File: config.mk
export PLATFORM = sky130hd
export DESIGN_NAME = load_store_unit_flat
export DESIGN_NICKNAME = d
export VERILOG_FILES = /design/src/rtl/lsu_pkg.sv /design/src/rtl/load_store_unit_if.sv /design/src/rtl/lsu_lane_align.sv /design/src/rtl/load_store_unit.sv /design/src/flat_wrapper.sv
export SDC_FILE = /design/constraint.sdc
export NUM_CORES = 1
export LEC_CHECK = 0
export CORE_AREA = 2 2 106 108
export CTS_CLUSTER_DIAMETER = 30
export DETAILED_ROUTE_END_ITERATION = 10
export DIE_AREA = 0 0 108 110
export MAX_ROUTING_LAYER = met4
export PLACE_DENSITY = 0.93
export SLEW_MARGIN = 25
export SYNTH_ARGS = -nofsm -noshare
export SYNTH_HDL_FRONTEND = slang
export SYNTH_SLANG_ARGS = --single-unit
File: constraint.sdc
create_clock -name clk -period 4.75 [get_ports clk]
set_input_delay 0.475 -clock clk [delete_from_list [all_inputs] [get_ports clk]]
set_output_delay 0.475 -clock clk [all_outputs]
set_load 0.005 [all_outputs]
File: src/rtl/lsu_pkg.sv
// Shared types for the load/store unit: access sizes, FSM states and lane-offset width.
package lsu_pkg;

  localparam int LSU_WLEN   = 4;
  localparam int BYTE_OFS_W = $clog2(LSU_WLEN);

  typedef enum logic [1:0] {
    SZ_B = 2'b00,
    SZ_H = 2'b01,
    SZ_W = 2'b10,
    SZ_X = 2'b11
  } size_e;

  typedef enum logic [2:0] {
    IDLE,
    ERR,
    WR,
    RD,
    LD,
    RMW_RD,
    RMW_MRG,
    RMW_WR
  } state_e;

  // Misaligned or illegal access size for the given byte offset.
  function automatic logic misaligned(size_e size, logic [BYTE_OFS_W-1:0] ofs);
    case (size)
      SZ_B:    misaligned = 1'b0;
      SZ_H:    misaligned = ofs[0];
      SZ_W:    misaligned = (ofs != '0);
      default: misaligned = 1'b1;
    endcase
  endfunction

endpackage

File: src/rtl/load_store_unit_if.sv
// Core-side request/response bundle and RAM-side port bundle of the load/store unit.
interface lsu_core_if #(
  parameter int DLEN = 32
);
  logic            req_valid;
  logic            req_ready;
  logic            req_we;
  logic [1:0]      req_size;
  logic            req_unsigned;
  logic [31:0]     req_addr;
  logic [DLEN-1:0] req_wdata;
  logic            rsp_valid;
  logic            rsp_err;
  logic [DLEN-1:0] rsp_rdata;

  modport master (
    output req_valid, req_we, req_size, req_unsigned, req_addr, req_wdata,
    input  req_ready, rsp_valid, rsp_err, rsp_rdata
  );

  modport slave (
    input  req_valid, req_we, req_size, req_unsigned, req_addr, req_wdata,
    output req_ready, rsp_valid, rsp_err, rsp_rdata
  );
endinterface

interface lsu_mem_if #(
  parameter int DLEN = 32,
  parameter int ALEN = 10
);
  logic            wvalid;
  logic [ALEN-1:0] waddr;
  logic [DLEN-1:0] wdata;
  logic            rvalid;
  logic [ALEN-1:0] raddr;
  logic [DLEN-1:0] rdata;

  modport master (
    output wvalid, waddr, wdata, rvalid, raddr,
    input  rdata
  );

  modport slave (
    input  wvalid, waddr, wdata, rvalid, raddr,
    output rdata
  );
endinterface

File: src/rtl/lsu_lane_align.sv
// Combinational lane handling: load extract with sign/zero extension, and sub-word store merge.
import lsu_pkg::*;

module lsu_lane_align #(
  parameter int BLEN = 8,
  parameter int WLEN = 4,
  parameter int DLEN = BLEN * WLEN
) (
  input  logic [DLEN-1:0]       word,
  input  logic [BYTE_OFS_W-1:0] lane,
  input  size_e                 size,
  input  logic                  is_unsigned,
  input  logic [DLEN-1:0]       wdata,
  output logic [DLEN-1:0]       load_data,
  output logic [DLEN-1:0]       merged
);

  localparam int HLEN = DLEN / 2;

  logic [BLEN-1:0] byte_sel;
  logic [HLEN-1:0] half_sel;

  always_comb begin
    byte_sel  = word[lane*BLEN +: BLEN];
    half_sel  = word[lane[1]*HLEN +: HLEN];
    load_data = word;
    case (size)
      SZ_B:    load_data = {{(DLEN-BLEN){~is_unsigned & byte_sel[BLEN-1]}}, byte_sel};
      SZ_H:    load_data = {{(DLEN-HLEN){~is_unsigned & half_sel[HLEN-1]}}, half_sel};
      default: load_data = word;
    endcase
  end

  always_comb begin
    merged = word;
    case (size)
      SZ_B:    merged[lane*BLEN +: BLEN]    = wdata[BLEN-1:0];
      SZ_H:    merged[lane[1]*HLEN +: HLEN] = wdata[HLEN-1:0];
      default: merged = wdata;
    endcase
  end

endmodule

File: src/rtl/load_store_unit.sv
// Load/store unit driving a word-organised dual-port RAM; sub-word stores use read-modify-write.
// Optional macro LSU_BOUNDS_CHECK_EN: addresses beyond MLEN words take the error path.
import lsu_pkg::*;

module load_store_unit #(
  parameter int BLEN = 8,
  parameter int WLEN = 4,
  parameter int DLEN = BLEN * WLEN,
  parameter int MLEN = 1024,
  parameter int ALEN = $clog2(MLEN)
) (
  input  logic      clk,
  input  logic      rst,
  lsu_core_if.slave core,
  lsu_mem_if.master mem
);

  state_e          state, state_nxt;
  logic            lat_we;
  size_e           lat_size;
  logic            lat_uns;
  logic [ALEN+1:0] lat_addr;
  logic [DLEN-1:0] lat_wdata;
  logic [DLEN-1:0] merged_q;

  logic [ALEN-1:0]       word_addr;
  logic [BYTE_OFS_W-1:0] lane;
  logic [DLEN-1:0]       load_data;
  logic [DLEN-1:0]       merged;
  logic                  accept;
  logic                  req_err;
  logic                  out_of_range;

  assign word_addr = lat_addr[ALEN+1:2];
  assign lane      = lat_addr[BYTE_OFS_W-1:0];
  assign accept    = core.req_valid && (state == IDLE);

`ifdef LSU_BOUNDS_CHECK_EN
  assign out_of_range = |core.req_addr[31:ALEN+2];
`else
  // Upper address bits are ignored, so the RAM wraps modulo MLEN words.
  logic unused_addr_hi;
  assign unused_addr_hi = ^core.req_addr[31:ALEN+2];
  assign out_of_range   = 1'b0;
`endif

  assign req_err = misaligned(size_e'(core.req_size), core.req_addr[BYTE_OFS_W-1:0]) || out_of_range;

  lsu_lane_align #(
    .BLEN (BLEN),
    .WLEN (WLEN),
    .DLEN (DLEN)
  ) u_align (
    .word        (mem.rdata),
    .lane        (lane),
    .size        (lat_size),
    .is_unsigned (lat_uns),
    .wdata       (lat_wdata),
    .load_data   (load_data),
    .merged      (merged)
  );

  always_ff @(posedge clk) begin
    if (rst) state <= IDLE;
    else     state <= state_nxt;
  end

  // NOTE: the request and merge registers carry no reset; they are only read in states
  // that are entered after being loaded, so resetting them would just add reset fan-out.
  always_ff @(posedge clk) begin
    if (accept) begin
      lat_we    <= core.req_we;
      lat_size  <= size_e'(core.req_size);
      lat_uns   <= core.req_unsigned;
      lat_addr  <= core.req_addr[ALEN+1:0];
      lat_wdata <= core.req_wdata;
    end
    if (state == RMW_MRG) merged_q <= merged;
  end

  // NOTE: every output gets a default before the case so no latch is inferred.
  always_comb begin
    state_nxt      = state;
    core.req_ready = (state == IDLE);
    core.rsp_valid = 1'b0;
    core.rsp_err   = 1'b0;
    core.rsp_rdata = '0;
    mem.wvalid     = 1'b0;
    mem.waddr      = '0;
    mem.wdata      = '0;
    mem.rvalid     = 1'b0;
    mem.raddr      = '0;

    case (state)
      IDLE: begin
        if (core.req_valid) begin
          if (req_err)                          state_nxt = ERR;
          else if (!core.req_we)                state_nxt = RD;
          else if (size_e'(core.req_size) == SZ_W) state_nxt = WR;
          else                                  state_nxt = RMW_RD;
        end
      end
      ERR: begin
        core.rsp_valid = 1'b1;
        core.rsp_err   = 1'b1;
        state_nxt      = IDLE;
      end
      WR: begin
        mem.wvalid     = 1'b1;
        mem.waddr      = word_addr;
        mem.wdata      = lat_wdata;
        core.rsp_valid = 1'b1;
        state_nxt      = IDLE;
      end
      RD: begin
        mem.rvalid = 1'b1;
        mem.raddr  = word_addr;
        state_nxt  = LD;
      end
      LD: begin
        core.rsp_valid = 1'b1;
        core.rsp_rdata = load_data;
        state_nxt      = IDLE;
      end
      RMW_RD: begin
        mem.rvalid = 1'b1;
        mem.raddr  = word_addr;
        state_nxt  = RMW_MRG;
      end
      RMW_MRG: state_nxt = RMW_WR;
      RMW_WR: begin
        mem.wvalid     = 1'b1;
        mem.waddr      = word_addr;
        mem.wdata      = merged_q;
        core.rsp_valid = 1'b1;
        state_nxt      = IDLE;
      end
      default: state_nxt = IDLE;
    endcase
  end

  logic unused_lat_we;
  assign unused_lat_we = lat_we;

endmodule

File: src/flat_wrapper.sv
// flat-port wrapper written by rule: the top's interface ports become plain ports
module load_store_unit_flat 
#(
  parameter int BLEN = 8,
  parameter int WLEN = 4,
  parameter int DLEN = BLEN * WLEN,
  parameter int MLEN = 1024,
  parameter int ALEN = $clog2(MLEN)
)
  (clk, rst, core_req_valid, core_req_we, core_req_size, core_req_unsigned, core_req_addr, core_req_wdata, core_req_ready, core_rsp_valid, core_rsp_err, core_rsp_rdata, mem_wvalid, mem_waddr, mem_wdata, mem_rvalid, mem_raddr, mem_rdata);
  lsu_core_if #(.DLEN(DLEN)) core_i ();
  lsu_mem_if #(.DLEN(DLEN), .ALEN(ALEN)) mem_i ();
  input  logic clk;
  input  logic rst;
  input wire logic [$bits(core_i.req_valid)-1:0] core_req_valid;
  input wire logic [$bits(core_i.req_we)-1:0] core_req_we;
  input wire logic [$bits(core_i.req_size)-1:0] core_req_size;
  input wire logic [$bits(core_i.req_unsigned)-1:0] core_req_unsigned;
  input wire logic [$bits(core_i.req_addr)-1:0] core_req_addr;
  input wire logic [$bits(core_i.req_wdata)-1:0] core_req_wdata;
  output wire logic [$bits(core_i.req_ready)-1:0] core_req_ready;
  output wire logic [$bits(core_i.rsp_valid)-1:0] core_rsp_valid;
  output wire logic [$bits(core_i.rsp_err)-1:0] core_rsp_err;
  output wire logic [$bits(core_i.rsp_rdata)-1:0] core_rsp_rdata;
  output wire logic [$bits(mem_i.wvalid)-1:0] mem_wvalid;
  output wire logic [$bits(mem_i.waddr)-1:0] mem_waddr;
  output wire logic [$bits(mem_i.wdata)-1:0] mem_wdata;
  output wire logic [$bits(mem_i.rvalid)-1:0] mem_rvalid;
  output wire logic [$bits(mem_i.raddr)-1:0] mem_raddr;
  input wire logic [$bits(mem_i.rdata)-1:0] mem_rdata;
  assign core_i.req_valid = core_req_valid;
  assign core_i.req_we = core_req_we;
  assign core_i.req_size = core_req_size;
  assign core_i.req_unsigned = core_req_unsigned;
  assign core_i.req_addr = core_req_addr;
  assign core_i.req_wdata = core_req_wdata;
  assign core_req_ready = core_i.req_ready;
  assign core_rsp_valid = core_i.rsp_valid;
  assign core_rsp_err = core_i.rsp_err;
  assign core_rsp_rdata = core_i.rsp_rdata;
  assign mem_wvalid = mem_i.wvalid;
  assign mem_waddr = mem_i.waddr;
  assign mem_wdata = mem_i.wdata;
  assign mem_rvalid = mem_i.rvalid;
  assign mem_raddr = mem_i.raddr;
  assign mem_i.rdata = mem_rdata;
  load_store_unit #(.BLEN(BLEN), .WLEN(WLEN), .DLEN(DLEN), .MLEN(MLEN), .ALEN(ALEN)) u_core (.clk(clk), .rst(rst), .core(core_i), .mem(mem_i));
endmodule
==> results.toml, run 1 <==
[clock_network]
cts-hold-fix-buffers = 0
cts_buffer_depth = 2
cts_buffers = 9
cts_tree = "yes"
cts.sinks = 82
htreeDepth = 3
root_buffer = "clkbuf_8"
clk_pin_slew_ps = 90
worstSkewPairLatency_ps = 360
cts_setup_buffers = 0
cts.repair.resized = 0

[pwr]
p_leak_nw = 2.53
worst_ir_drop_vdd_mv = 0.182
fin_total_pwr_mw = 1.82
power.density_nw_per_um2 = 260

[routing]
drt_iter0_markers = 502
wl_mm = 17.4
vias = 4624
drtPass1Iterations = 6
ant_nets = 0
drt-vias-per-instance = 6.48
drc = 0
wire_per_inst_um = 24.3

[final_layout]
drive_above_1_share_pct = 10.3
finalNonFillerCells = 714
final_common_cell = "clkdlybuf4s50_1"
nNetsFinal = 677
fill_cells = 807
final_area_um2 = 6970
area_delta_synth_final_pct = 39.4
n_antenna_cell = 0
final_cell_mix = "clkdlybuf4s50_1 (171), edfxtp_1 (79), a22o_1 (56)"
seq_area_um2 = 2430
fin_util_pct = 65.2
multi_input_area_um2 = 2280

[place]
dpl-instance-area_um2 = 6770
dp_hpwl_mm = 12.2
gp_congestion = 0.949
place_ws_ps = 1340
io_buffers = 171
place_inst = 698

[die]
core-area_um2 = 10700
initial_utilization_pct = 46.7
io_pins = 192
rows = 38
design.die.area_um2 = 11900
dieWidth_um = 108
die_y_um = 110

[logic_synthesis]
ys_types = 47
async_reset_ff_share_pct = 0
synth-main-ff-cell = "edfxtp_1"
ys.warnings.count = 0
syn_area_um2 = 5000
syn_nets = 527
avgSynthCellArea_um2 = 11.9
syn_inst = 419
ys_seq_area_share_pct = 48.7
synth-edff-count = 79
ys_ff_latch = 82

[grt]
grt_max_degree = 56
antenna_found_initial = 0
grt_usage_pct = 30.4
grt_pass1_wl_mm = 25.9
grt-ovfl-total = 0
grt_pass1_vias = 4644

[critical_path]
cpMaxStageDelayCell = "or3b_1"
path_buf_inv = 1
cp.required_ps = 4280
cp-start-kind = "register"
crit_chain = "or3b_1 -> or3_1 -> o2bb2ai_1 -> clkdlybuf4s50_1"
crit_type = "register to output pin"
end_kind = "output pin"
cp_slowest_stage_delay_ps = 750
r2r-start = "u_core.state[1]"
cp_max_fo = 21
worst_ep_arrival_time_ps = 3210
worstSetupStartpoint = "u_core.state[1]"
cp_top_family = "simple AND/OR/NAND/NOR gates"

[timing]
slew_headroom_pct = 30.4
setup_violations = 0
rsz0062_at_grt = "false"
whs_ps = 601
min_period_ps = 3680
max_slew.worst_pin.slew_ps = 1040
period_share_pct = 77.5
finalSetupTns_ps = 0
skew_ps = 13.9
setup_ws_ps = 1070
drv_slew = 0
final_hold_viol_count = 0
fmax_mhz = 272

[job]
drv_cap = 0

[min_path]
min-delay-start = "u_core.lat_wdata[24]"
hp-class = "register to register"

[run_status]
outcome = "finished clean"
## registers in the layout, indices dropped and copies added, names as in the netlist
name / flops
u_core.lat_addr: 12
u_core.merged_q: 32
u_core.lat_uns: 1
u_core.lat_size: 2
u_core.lat_wdata: 32
u_core.state: 3
## power by group
part | total (mW) | switching, mW | internal [mW] | leakage (nW)
logic | 0.401 | 0.203 | 0.198 | 1.67
registers | 0.894 | 0.0471 | 0.847 | 0.762
clock network | 0.521 | 0.273 | 0.248 | 0.103
total | 1.82 | 0.523 | 1.29 | 2.53
## layer usage
layer  up-vias  global-route usage, %  routed length [µm]
li1       2001                      -                   -
met1      2242                   37.8                6690
met2       327                   49.8                8400
met3        54                   6.00                1720
met4         0                   11.1                 546
met5         -                      -                   0
## kinds of logic (layout without fill, tap and decap cells)
group	after synthesis	after routing	synth area share [%]
multiplexers	32	32	8.84
XOR/XNOR	3	3	0.526
adder cells (fa/ha/maj)	5	5	1.25
flip-flops	82	82	48.7
buffers and inverters	66	221	5.88
AND/OR/NAND/NOR	82	82	8.99
AO/OA/AOI/OAI	149	149	25.9
## cell type report
type,count,area share [%]
timing repair buffer,182,25.7
tap,140,2.51
sequential,82,34.9
clock buffer,9,1.78
multi-input combinational,271,32.7
inverter,23,1.24
clock inverter,7,1.09
## worst register-to-register path: stages, from the launching register on
cell and delay [ps]:
dfxtp_1 750, nor3_1 220, nand2_1 150, clkinv_1 700, buf_4 560
## worst paths after layout
check | to | slack, ps | cells after the start
max | core_rsp_rdata[20] | 1070 | 4
min | u_core.merged_q[24] | 600 | 1
max reg2reg | u_core.lat_addr[11] | 2070 | 4
min reg2reg | u_core.merged_q[24] | 600 | 1
## synth_stat cells, types with 2 or more instances
master	count	area, µm²
a21oi_1	17	85.1
xor2_1	2	17.5
a211oi_1	4	30.0
mux2_2	7	78.8
a221o_1	24	240
nor3b_1	2	15.0
edfxtp_1	79	2370
and2_1	2	12.5
a22o_1	56	490
buf_4	2	15.0
o31ai_1	2	15.0
buf_1	6	22.5
a2111oi_0	8	70.1
nor4bb_1	3	30.0
and3_1	21	131
o22ai_1	8	50.1
inv_1	22	82.6
nor2b_1	4	25.0
clkbuf_1	21	78.8
o2bb2ai_2	10	150
o2bb2ai_1	6	52.6
or2_2	3	18.8
a221oi_1	7	61.3
mux2i_1	16	160
nand2_1	8	30.0
mux4_2	8	180
dfxtp_1	3	60.1
nor3_1	12	60.1
ha_1	5	62.6
o21ai_0	3	15.0
buf_2	10	50.1
buf_6	3	33.8
nor2_1	21	78.8
No activity file was read; power rests on OpenSTA's default activity.
==> run 2, diff against run 1 <==
CORE_AREA = 2 2 115 117   (was 2 2 106 108)
DIE_AREA = 0 0 117 119   (was 0 0 108 110)
PLACE_DENSITY = 0.85   (was 0.93)
clock period = 3 ns   (was 4.75 ns; I/O delays follow)
==> results.toml, run 2 (same netlist as run 1, synthesis figures left out) <==
[final_layout]
fin_util_pct = 56.5
n_antenna_cell = 0
nNetsFinal = 695
final_common_cell = "clkdlybuf4s50_1"
reg_top3 = "u_core.lat_wdata (32), u_core.merged_q (32), u_core.lat_addr (12)"
final_cell_mix = "clkdlybuf4s50_1 (171), edfxtp_1 (79), a22o_1 (56)"
area_delta_synth_final_pct = 45.5
drive_above_1_share_pct = 13.2

[timing]
slew_headroom_pct = 25.4
final_hold_viol_count = 0
rsz0062_at_grt = "false"
fmax_mhz = 351
drv_slew = 0
period_share_pct = 94.9
whs_ps = 499
setup_ws_ps = 152
max_slew.worst_pin.slew_ps = 1110
setup_violations = 0
finalSetupTns_ps = 0
skew_ps = 10.3
min_period_ps = 2850

[die]
dieWidth_um = 117
initial_utilization_pct = 38.8
rows = 42
io_pins = 192
core-area_um2 = 12900
design.die.area_um2 = 13900
die_y_um = 119

[critical_path]
cp.required_ps = 2700
end_kind = "output pin"
r2r-start = "u_core.lat_addr[1]"
cp_max_fo = 16
r2r-end = "u_core.merged_q[7]"
crit_type = "register to output pin"
regToRegSetupSlack_ps = 390
worst_ep_arrival_time_ps = 2550
cp-start-kind = "register"
worstSetupStartpoint = "u_core.state[1]"
ff2ff_path_depth = 6

[place]
place_ws_ps = 250
dp_hpwl_mm = 12.0
gp_congestion = 0.946
io_buffers = 171

[min_path]
hp-class = "input port to register"
hold_depth = 1
min_to = "u_core.lat_addr[11]"
min-delay-start = "core_req_addr[11]"

[pwr]
internal_power_mw = 2.32
worst_ir_drop_vdd_mv = 0.236
power_switching_share_pct = 26.7
power.density_nw_per_um2 = 436
p_sw_uw = 848
power_frac_comb_pct = 21.1
clockPowerShare_pct = 34.6
seqPwrFrac_pct = 44.2
p_leak_nw = 2.67

[clock_network]
htreeDepth = 3
cts_setup_buffers = 0
root_buffer = "clkbuf_16"
cts_tree = "yes"
cts_buffer_depth = 2
cts-hold-fix-buffers = 0
worstSkewPairLatency_ps = 350
cts.sinks = 82
clk_pin_slew_ps = 60
cts_buffers = 9
cts.repair.resized = 0

[routing]
drc = 0
drtPass1Iterations = 5
wire_per_inst_um = 21.7
vias = 4512
ant_nets = 0
drt_iter0_markers = 362
drt-vias-per-instance = 5.88
wl_mm = 16.7

[grt]
grt_usage_pct = 24.4
antenna_found_initial = 0
grt_pass1_wl_mm = 24.7
grt-ovfl-total = 0
grt_pass1_vias = 4511
grt_max_degree = 38

[run_status]
outcome = "finished clean"

[job]
drv_cap = 0
-- run 2: cell types whose count changed in the layout (fill, tap and decap cells not counted), moves of 2 or more --
| cell | delta |
|---|---|
| buf_4 | +16 |
| clkbuf_16 | +9 |
| clkbuf_8 | -9 |
| buf_12 | +2 |
-- run 2: worst max path at each step --
| stage | end | cells after the start | slack (ps) |
|---|---|---|---|
| floorplan | u_core.merged_q[23] | 9 | 660 |
| global route | core_rsp_rdata[5] | 5 | 3 |
| finish | core_rsp_rdata[18] | 4 | 150 |
| detailed placement | core_rsp_rdata[7] | 6 | 250 |
| CTS | core_rsp_rdata[7] | 5 | 60 |
| global placement | core_rsp_rdata[7] | 6 | 220 |
-- run 2: cell type report --
cell class	count	area, µm²
inverters	23	86.3
clock buffers	9	225
well taps	176	220
clock inverters	7	68.8
fillers	1066	5600
multi-input cells	271	2280
flip-flops and latches	82	2430
repair buffers	200	1950
-- run 2: worst max-delay path, stage by stage (launching register included) --
cell	delay [ps]
dfxtp_1	310
or3b_1	390
or3_1	670
o2bb2ai_1	280
clkdlybuf4s50_1	530
-- run 2: metrics by stage --
stage	total power, mW	instance area (µm²)	cells
finish	3.17	7270	768
detailed placement	2.09	6970	752
CTS	3.19	7260	768
global route	3.29	7270	768
floorplan	1.75	5000	419
global placement	2.07	6970	752
-- run 2: power by group through the flow --
stage | registers (mW) | clock network [mW] | logic, mW
floorplan | 1.40 | 0 | 0.355
global placement | 1.42 | 0 | 0.647
detailed placement | 1.43 | 0 | 0.660
CTS | 1.40 | 1.12 | 0.664
global route | 1.41 | 1.17 | 0.716
finish | 1.40 | 1.10 | 0.670
-- run 2: metal layers --
layer	global-route usage [%]	wire length, µm	vias up
li1	-	-	2040
met5	-	0	-
met3	4.68	1400	28
met2	41.1	8380	248
met4	7.28	373	0
met1	29.6	6540	2196
